$ cat config.mk
export PLATFORM = sky130hd
export DESIGN_NAME = vga_scan_flat
export DESIGN_NICKNAME = d
export VERILOG_FILES = /design/src/rtl/vga_scan_if.sv /design/src/rtl/vga_scan.sv /design/src/flat_wrapper.sv
export SDC_FILE = /design/constraint.sdc
export NUM_CORES = 1
export LEC_CHECK = 0
export CAP_MARGIN = 10
export CORE_MARGIN = 5
export CORE_UTILIZATION = 45
export CTS_CLUSTER_SIZE = 14
export DETAILED_ROUTE_END_ITERATION = 16
export PLACE_DENSITY = 0.79
export REMOVE_ABC_BUFFERS = 1
export SYNTH_ARGS = -nofsm -noshare
export SYNTH_HDL_FRONTEND = slang
export SYNTH_SLANG_ARGS = --single-unit
export TNS_END_PERCENT = 30
$ cat constraint.sdc
create_clock -name clk_25mhz -period 1.8 [get_ports clk_25mhz]
set_input_delay 0.54 -clock clk_25mhz [delete_from_list [all_inputs] [get_ports clk_25mhz]]
set_output_delay 0.54 -clock clk_25mhz [all_outputs]
set_load 0.01 [all_outputs]
$ cat src/rtl/vga_scan_if.sv
// VRAM scan port plus the VGA connector pins driven by the scan front end.
interface vga_scan_if;
  logic [19:0] vram_scan_addr;
  logic [15:0] vram_scan_data;
  logic        hs;
  logic        vs;
  logic [3:0]  r;
  logic [3:0]  g;
  logic [3:0]  b;
  logic        blank;
  logic        frame_start;

  modport master (
    output vram_scan_addr, hs, vs, r, g, b, blank, frame_start,
    input  vram_scan_data
  );

  modport slave (
    input  vram_scan_addr, hs, vs, r, g, b, blank, frame_start,
    output vram_scan_data
  );
endinterface

$ cat src/rtl/vga_scan.sv
// VGA timing generator with a linear VRAM scan pointer and a 2-stage
// counter-to-pin pipeline (address stage, then registered pins).
module vga_scan #(
  parameter int unsigned H_ACTIVE  = 640,
  parameter int unsigned H_FP      = 16,
  parameter int unsigned H_SYNC    = 96,
  parameter int unsigned H_BP      = 48,
  parameter int unsigned V_ACTIVE  = 480,
  parameter int unsigned V_FP      = 10,
  parameter int unsigned V_SYNC    = 2,
  parameter int unsigned V_BP      = 33,
  parameter logic [19:0] VRAM_BASE = 20'h00000
) (
  input logic        clk_25mhz,
  input logic        rst_n,
  input logic        en,
  vga_scan_if.master bus
);

  localparam int unsigned AW       = 20;
  localparam int unsigned H_TOTAL  = H_ACTIVE + H_FP + H_SYNC + H_BP;
  localparam int unsigned V_TOTAL  = V_ACTIVE + V_FP + V_SYNC + V_BP;
  localparam int unsigned HW       = $clog2(H_TOTAL);
  localparam int unsigned VW       = $clog2(V_TOTAL);
  localparam int unsigned HS_START = H_ACTIVE + H_FP;
  localparam int unsigned HS_END   = HS_START + H_SYNC;
  localparam int unsigned VS_START = V_ACTIVE + V_FP;
  localparam int unsigned VS_END   = VS_START + V_SYNC;

  logic [HW-1:0] h_cnt;
  logic [VW-1:0] v_cnt;
  logic [AW-1:0] ptr;
  logic          en_frame;

  logic          h_last_c;
  logic          v_last_c;
  logic          active_c;
  logic          hsync_c;
  logic          vsync_c;
  logic          origin_c;
  logic          en_eff_c;

  logic          live_s1;
  logic          blank_s1;
  logic          hs_s1;
  logic          vs_s1;
  logic          fs_s1;

  logic          unused_data_bits;

  // Position decode; en is taken directly at (0,0) so a new frame's first pixel follows it.
  always_comb begin
    h_last_c = (h_cnt == HW'(H_TOTAL - 1));
    v_last_c = (v_cnt == VW'(V_TOTAL - 1));
    active_c = (h_cnt < HW'(H_ACTIVE)) && (v_cnt < VW'(V_ACTIVE));
    hsync_c  = (h_cnt >= HW'(HS_START)) && (h_cnt < HW'(HS_END));
    vsync_c  = (v_cnt >= VW'(VS_START)) && (v_cnt < VW'(VS_END));
    origin_c = (h_cnt == '0) && (v_cnt == '0);
    en_eff_c = origin_c ? en : en_frame;
  end

  assign unused_data_bits = ^{bus.vram_scan_data[11], bus.vram_scan_data[6:5],
                              bus.vram_scan_data[0]};

  always_ff @(posedge clk_25mhz) begin
    if (!rst_n) begin
      h_cnt <= '0;
      v_cnt <= '0;
    end else if (h_last_c) begin
      h_cnt <= '0;
      v_cnt <= v_last_c ? '0 : v_cnt + VW'(1);
    end else begin
      h_cnt <= h_cnt + HW'(1);
    end
  end

  // Stage 1: frame enable, scan pointer and address, delayed timing flags.
  always_ff @(posedge clk_25mhz) begin
    if (!rst_n) begin
      en_frame           <= 1'b0;
      ptr                <= VRAM_BASE;
      bus.vram_scan_addr <= VRAM_BASE;
      live_s1            <= 1'b0;
      blank_s1           <= 1'b1;
      hs_s1              <= 1'b1;
      vs_s1              <= 1'b1;
      fs_s1              <= 1'b0;
    end else begin
      if (origin_c) begin
        en_frame <= en;
      end
      if (h_last_c && v_last_c) begin
        ptr <= VRAM_BASE;
      end else if (active_c && en_eff_c) begin
        ptr <= ptr + AW'(1);
      end
      if (!en_eff_c) begin
        bus.vram_scan_addr <= VRAM_BASE;
      end else if (active_c) begin
        bus.vram_scan_addr <= ptr;
      end
      live_s1  <= active_c && en_eff_c;
      blank_s1 <= !active_c;
      hs_s1    <= !hsync_c;
      vs_s1    <= !vsync_c;
      fs_s1    <= origin_c;
    end
  end

  // Stage 2: pins, RGB565 reduced to 4 bits per channel.
  always_ff @(posedge clk_25mhz) begin
    if (!rst_n) begin
      bus.hs          <= 1'b1;
      bus.vs          <= 1'b1;
      bus.blank       <= 1'b1;
      bus.frame_start <= 1'b0;
      bus.r           <= '0;
      bus.g           <= '0;
      bus.b           <= '0;
    end else begin
      bus.hs          <= hs_s1;
      bus.vs          <= vs_s1;
      bus.blank       <= blank_s1;
      bus.frame_start <= fs_s1;
      if (live_s1) begin
        bus.r <= bus.vram_scan_data[15:12];
        bus.g <= bus.vram_scan_data[10:7];
        bus.b <= bus.vram_scan_data[4:1];
      end else begin
        bus.r <= '0;
        bus.g <= '0;
        bus.b <= '0;
      end
    end
  end

endmodule
$ cat src/flat_wrapper.sv
// flat-port wrapper written by rule: the top's interface ports become plain ports
module vga_scan_flat 
#(
  parameter int unsigned H_ACTIVE  = 640,
  parameter int unsigned H_FP      = 16,
  parameter int unsigned H_SYNC    = 96,
  parameter int unsigned H_BP      = 48,
  parameter int unsigned V_ACTIVE  = 480,
  parameter int unsigned V_FP      = 10,
  parameter int unsigned V_SYNC    = 2,
  parameter int unsigned V_BP      = 33,
  parameter logic [19:0] VRAM_BASE = 20'h00000
)
  (clk_25mhz, rst_n, en, bus_vram_scan_addr, bus_hs, bus_vs, bus_r, bus_g, bus_b, bus_blank, bus_frame_start, bus_vram_scan_data);
  vga_scan_if bus_i ();
  input logic clk_25mhz;
  input logic rst_n;
  input logic en;
  output wire logic [$bits(bus_i.vram_scan_addr)-1:0] bus_vram_scan_addr;
  output wire logic [$bits(bus_i.hs)-1:0] bus_hs;
  output wire logic [$bits(bus_i.vs)-1:0] bus_vs;
  output wire logic [$bits(bus_i.r)-1:0] bus_r;
  output wire logic [$bits(bus_i.g)-1:0] bus_g;
  output wire logic [$bits(bus_i.b)-1:0] bus_b;
  output wire logic [$bits(bus_i.blank)-1:0] bus_blank;
  output wire logic [$bits(bus_i.frame_start)-1:0] bus_frame_start;
  input wire logic [$bits(bus_i.vram_scan_data)-1:0] bus_vram_scan_data;
  assign bus_vram_scan_addr = bus_i.vram_scan_addr;
  assign bus_hs = bus_i.hs;
  assign bus_vs = bus_i.vs;
  assign bus_r = bus_i.r;
  assign bus_g = bus_i.g;
  assign bus_b = bus_i.b;
  assign bus_blank = bus_i.blank;
  assign bus_frame_start = bus_i.frame_start;
  assign bus_i.vram_scan_data = bus_vram_scan_data;
  vga_scan #(.H_ACTIVE(H_ACTIVE), .H_FP(H_FP), .H_SYNC(H_SYNC), .H_BP(H_BP), .V_ACTIVE(V_ACTIVE), .V_FP(V_FP), .V_SYNC(V_SYNC), .V_BP(V_BP), .VRAM_BASE(VRAM_BASE)) u_core (.clk_25mhz(clk_25mhz), .rst_n(rst_n), .en(en), .bus(bus_i));
endmodule
; Yosys cells after proc, flatten, opt, wreduce, memory -nomap -nowiden
; Cells that the tools add are included.
[op_classes]
add_sub_neg = 3
order_cmp = 6
eq_ne = 2
mux = 2
bitwise = 1
reduce_logical = 15
[op_table]
columns = op, n
row1 = "10-bit by 1-bit adder with 10-bit output, second input constant", 2
row2 = "20-bit by 1-bit adder with 20-bit output, second input constant", 1
row3 = "10-bit equality test, second input constant", 2
row4 = 10-bit logical NOT, 2
row5 = "10-bit < comparator, second input constant", 2
row6 = "10-bit by 9-bit < comparator with 1-bit output, second input constant", 2
row7 = "10-bit greater-or-equal comparator, second input constant", 1
row8 = "10-bit by 9-bit greater-or-equal comparator with 1-bit output, second input constant", 1
row9 = 10-bit 2-to-1 mux, 1
row10 = 1-bit logical AND, 6
row11 = 2-bit AND reduction, 2
row12 = 2-bit OR reduction, 2
row13 = 1-bit logical NOT, 3
row14 = 1-bit 2-to-1 mux, 1
row15 = 1-bit NOT, 1
[totals]
ff_bits = 82
output_inout_bits = 36
elab_cells = 46

; Depth between registers and ports, before layout
[depth]
depth_word = 4
mapped_depth = 8
ltp_nobuf = 7

; Worst setup path after synthesis
; Ideal clock, no wire load.
[synth_timing]
path_type = reg-to-reg
from = reg u_core.h_cnt[4]
to = reg u_core.ptr[14]
setup_ns = 0.118
arrival_ns = 1.832
path_slack_ns = -0.150
path_stages_with_launch = 8
n_path_buf = 2
period_less_slack_ns = 1.950
path_cell_list = dfxtp_1 -> buf_6 -> or3_4 -> or4_4 -> o2111ai_2 -> buf_4 -> a2111o_1 -> o21ai_1
[synth_via]
elab_chain_cells = 4
[synth_lines]
columns = element, line
row1 = from (decl), vga_scan.sv:30  ; logic [HW-1:0] h_cnt;
row2 = from (signal assigned), vga_scan.sv:73  ; h_cnt <= h_cnt + HW'(1);
row3 = branches (longest 4 deep; another with 10-bit < comparator), -
row4 = to (signal assigned), vga_scan.sv:95  ; ptr <= ptr + AW'(1);
row5 = to (decl), vga_scan.sv:32  ; logic [AW-1:0] ptr;
; Several ways; the timed one is not identified.
; A chain may end at the register's enable or synchronous reset.

; Final worst setup path
[layout_timing]
from = reg u_core.h_cnt[5]
to = reg u_core.ptr[15]
; Same word-level chain as after synthesis.

==> impl_metrics.py <==
metrics = {
    "sta": {
        "period_share_pct": 109.6,
        "setup_violations": 49,
        "fin_skew_ns": 0.007363,
        "setup_ws_ns": -0.1723,
        "holdWs_ns": 0.4153,
        "slew_headroom_pct": 77.86,
        "setup_tns_ns": -3.594,
        "slew_viol_final": 0,
        "hold_violations": 0,
        "fin_crit_ns": 1.972,
        "tightestPinTransition_ns": 0.3321,
        "rsz0062_at_grt": "yes",
        "fmax_ghz": 0.5070,
    },
    "detailed_routing": {
        "wire_per_inst_um": 13.43,
        "drt_iter0_markers": 152,
        "vias": 3289,
        "drc": 0,
        "ant_nets": 0,
        "via_per_inst": 5.305,
        "dr.pass1.iters": 4,
        "finalWirelength_mm": 8.328,
    },
    "power": {
        "switching_share_pct": 23.73,
        "ir_drop_mv": 0.3844,
        "internal-power_mw": 2.524,
        "p_switching_uw": 785.4,
        "leakagePower_nw": 1.990,
        "seq_power_share_pct": 56.3,
        "combinationalPowerShare_pct": 9.3,
        "p_per_area_mw_per_mm2": 668.6,
        "total_power_mw": 3.309,
        "clock_power_share_pct": 34.4,
    },
    "worst_setup_path": {
        "path_class": "reg -> reg",
        "crit_required_ns": 2.03,
        "crit_path_max_fanout": 7,
        "worstPathCellList": "or3_4, or4_4, o211ai_4, buf_6, a21oi_2, mux2i_1",
        "cp.arrival_ns": 2.20,
        "crit_slowest_cell": "or4_4",
        "r2r_start": "u_core.h_cnt[5]$_SDFF_PP0_",
        "critPathCaptureType": "flip-flop",
        "max_stage_delay_ns": 0.49,
        "startpoint_type": "flip-flop",
        "startpoint": "u_core.h_cnt[5]$_SDFF_PP0_",
    },
    "place": {
        "dpl.hpwl_mm": 5.941,
        "gp_congestion": 0.8288,
        "place_area_mm2": 0.004562,
        "dp_slack_ns": -0.4388,
        "port_buffers": 50,
    },
    "clocking": {
        "cts_root_buf": "clkbuf_8",
        "numCtsBuffers": 9,
        "clockBufferDepth": 2,
        "cts_tree": "yes",
        "path_clk_slew_ns": 0.08,
        "htreeDepth": 3,
        "cts_hold_buf": 0,
        "clock-sinks": 82,
        "clk_latency_ns": 0.35,
    },
    "synthesis": {
        "synthMuxAreaShare_pct": 2.262,
        "synth_area_per_cell_um2": 8.697,
        "ys_async_sr_fraction_pct": 0,
        "synthFlopType": "dfxtp_1",
        "synth-simple-area-share_pct": 26.69,
        "syn_inst": 407,
        "synth_compound_area_share_pct": 14.32,
        "yosysTopAreaCell": "dfxtp_1",
        "synth_edf_count": 0,
        "synthAdderAreaFrac_pct": 1.767,
        "post_synth_most_frequent_cells": "82 x dfxtp_1, 72 x nand2_1, 33 x a21oi_1",
        "synthXorXnorAreaFrac_pct": 3.959,
        "synth_top_area_share_pct": 46.38,
        "yosysMostFrequentCell": "dfxtp_1",
        "ys_seq_area_share_pct": 46.38,
        "syn-cell-area_mm2": 0.003540,
        "yosys_warnings": 0,
        "ys_top_cells_by_area": "dfxtp_1 46%, nand2_1 7.6%, a21oi_1 4.7%",
        "synth_cell_types": 43,
        "synth_top_family_by_area": "simple AND/OR/NAND/NOR gates",
        "synth_seq_cells": 82,
    },
    "worst_hold_path": {
        "hp-class": "reg -> reg",
        "hp-start": "u_core.blank_s1$_SDFF_PN1_",
    },
    "floorplanning": {
        "ios": 55,
        "core_area_mm2": 0.007687,
        "die_w_um": 98.69,
        "die-area_mm2": 0.009740,
        "die_h_um": 98.69,
        "start_util_pct": 46.04,
        "core.rowCount": 32,
    },
    "cells_and_area": {
        "final_nets": 539,
        "final_layout_size_suffix_gt1_share_pct": 23.55,
        "antenna_cells": 0,
        "syn2layout_area_growth_pct": 39.84,
        "finalInstanceArea_mm2": 0.004950,
    },
    "status": {
        "outcome": "finished, violations left",
        "violations": "negative setup slack",
    },
    "grt": {
        "grt_start_max_net_pins": 26,
        "grtUsageTotal_pct": 17.40,
        "gr-total-overflow": 0,
        "antenna_found_initial": 0,
        "grt_pass1_wl_mm": 14.02,
        "grt_pass1_vias": 3067,
    },
    "job": {
        "drv_cap": 0,
    },
}
[sequential cells by signal, summed over array words and instances, names as in the netlist, 4 cells and up]
| signal | flops |
|---|---|
| u_core.bus.r | 4 |
| u_core.bus.g | 4 |
| u_core.h_cnt | 10 |
| u_core.v_cnt | 10 |
| u_core.bus.vram_scan_addr | 20 |
| u_core.ptr | 20 |
| u_core.bus.b | 4 |
[power by group through the flow]
| stage | clock (mW) | combinational [mW] | sequential [mW] |
|---|---|---|---|
| 3_3_place_gp | 0 | 0.269 | 1.90 |
| 5_1_grt | 1.24 | 0.333 | 1.87 |
| 3_5_place_dp | 0 | 0.273 | 1.90 |
| 6_report | 1.14 | 0.308 | 1.86 |
| 2_1_floorplan | 0 | 0.102 | 1.91 |
| 4_1_cts | 1.16 | 0.292 | 1.86 |
[layout by cell type, fill, tap and decap left out, drive strengths merged, types with 3 or more instances in the layout]
cell	n
mux2i	8
nor3	6
xor2	6
buf	70
nor2	21
a21oi	38
and2	5
clkdlybuf4s50	40
nand4	13
nand2	72
nand3	19
xnor2	10
dlymetal6s2s	9
o21ai	15
or3	4
clkbuf	11
nand2b	11
and3	18
nor4	9
ha	5
a2111o	9
inv	12
dfxtp	82
a21boi	3
[logic make-up after synthesis]
kind of cell	Yosys count
simple gates	187
flops	82
compound gates	74
buf+inv	35
xor+xnor	16
mux	8
fa+ha+maj	5
[critical path: cells and delay by family (launching register included)]
| family | cells | cell delay [ns] |
|---|---|---|
| AO/OA/AOI/OAI | 2 | 0.36 |
| multiplexers | 1 | 0.12 |
| flip-flops | 1 | 0.33 |
| AND/OR/NAND/NOR | 2 | 0.88 |
| buffers and inverters | 1 | 0.17 |
[metal layers]
| layer | vias up | routed length (um) | global-route usage (%) |
|---|---|---|---|
| li1 | 1637 | - | - |
| met1 | 1579 | 3694 | 20.37 |
| met2 | 62 | 4193 | 30.84 |
| met3 | 11 | 313 | 4.529 |
| met4 | 0 | 126 | 5.777 |
| met5 | - | 0 | 0 |
[layout make-up]
type / count / area (um^2)
Clock buffer: 11 / 141.4
Clock inverter: 3 / 17.52
Fill cell: 613 / 2738
Inverter: 12 / 45.04
Multi-Input combinational cell: 290 / 1877
Sequential cell: 82 / 1647
Tap cell: 102 / 127.6
Timing Repair Buffer: 120 / 1095
[path summary, 6_finish.rpt]
kind                                  to  slack (ns)  cells after the start
max          u_core.ptr[15]$_SDFFE_PP0P_       -0.17                      6
min          u_core.bus.blank$_SDFF_PN1_        0.42                      1
max reg2reg  u_core.ptr[15]$_SDFFE_PP0P_       -0.17                      6
min reg2reg  u_core.bus.blank$_SDFF_PN1_        0.42                      1
[stage by stage]
stage / instances / utilization, %
floorplan: 384 / -
global placement: 601 / 59.34
detailed placement: 601 / 59.34
CTS: 617 / 62.83
global route: 620 / 64.39
finish: 620 / 64.39
[what timing repair did]
item | CTS | global route
gates resized for setup | 24 | 27
gates cloned | 0 | 0
buffers inserted | 2 | 3
setup endpoints to repair | 53 | 67
pin swaps | 6 | 10
Power figures use the tool's default switching activity.
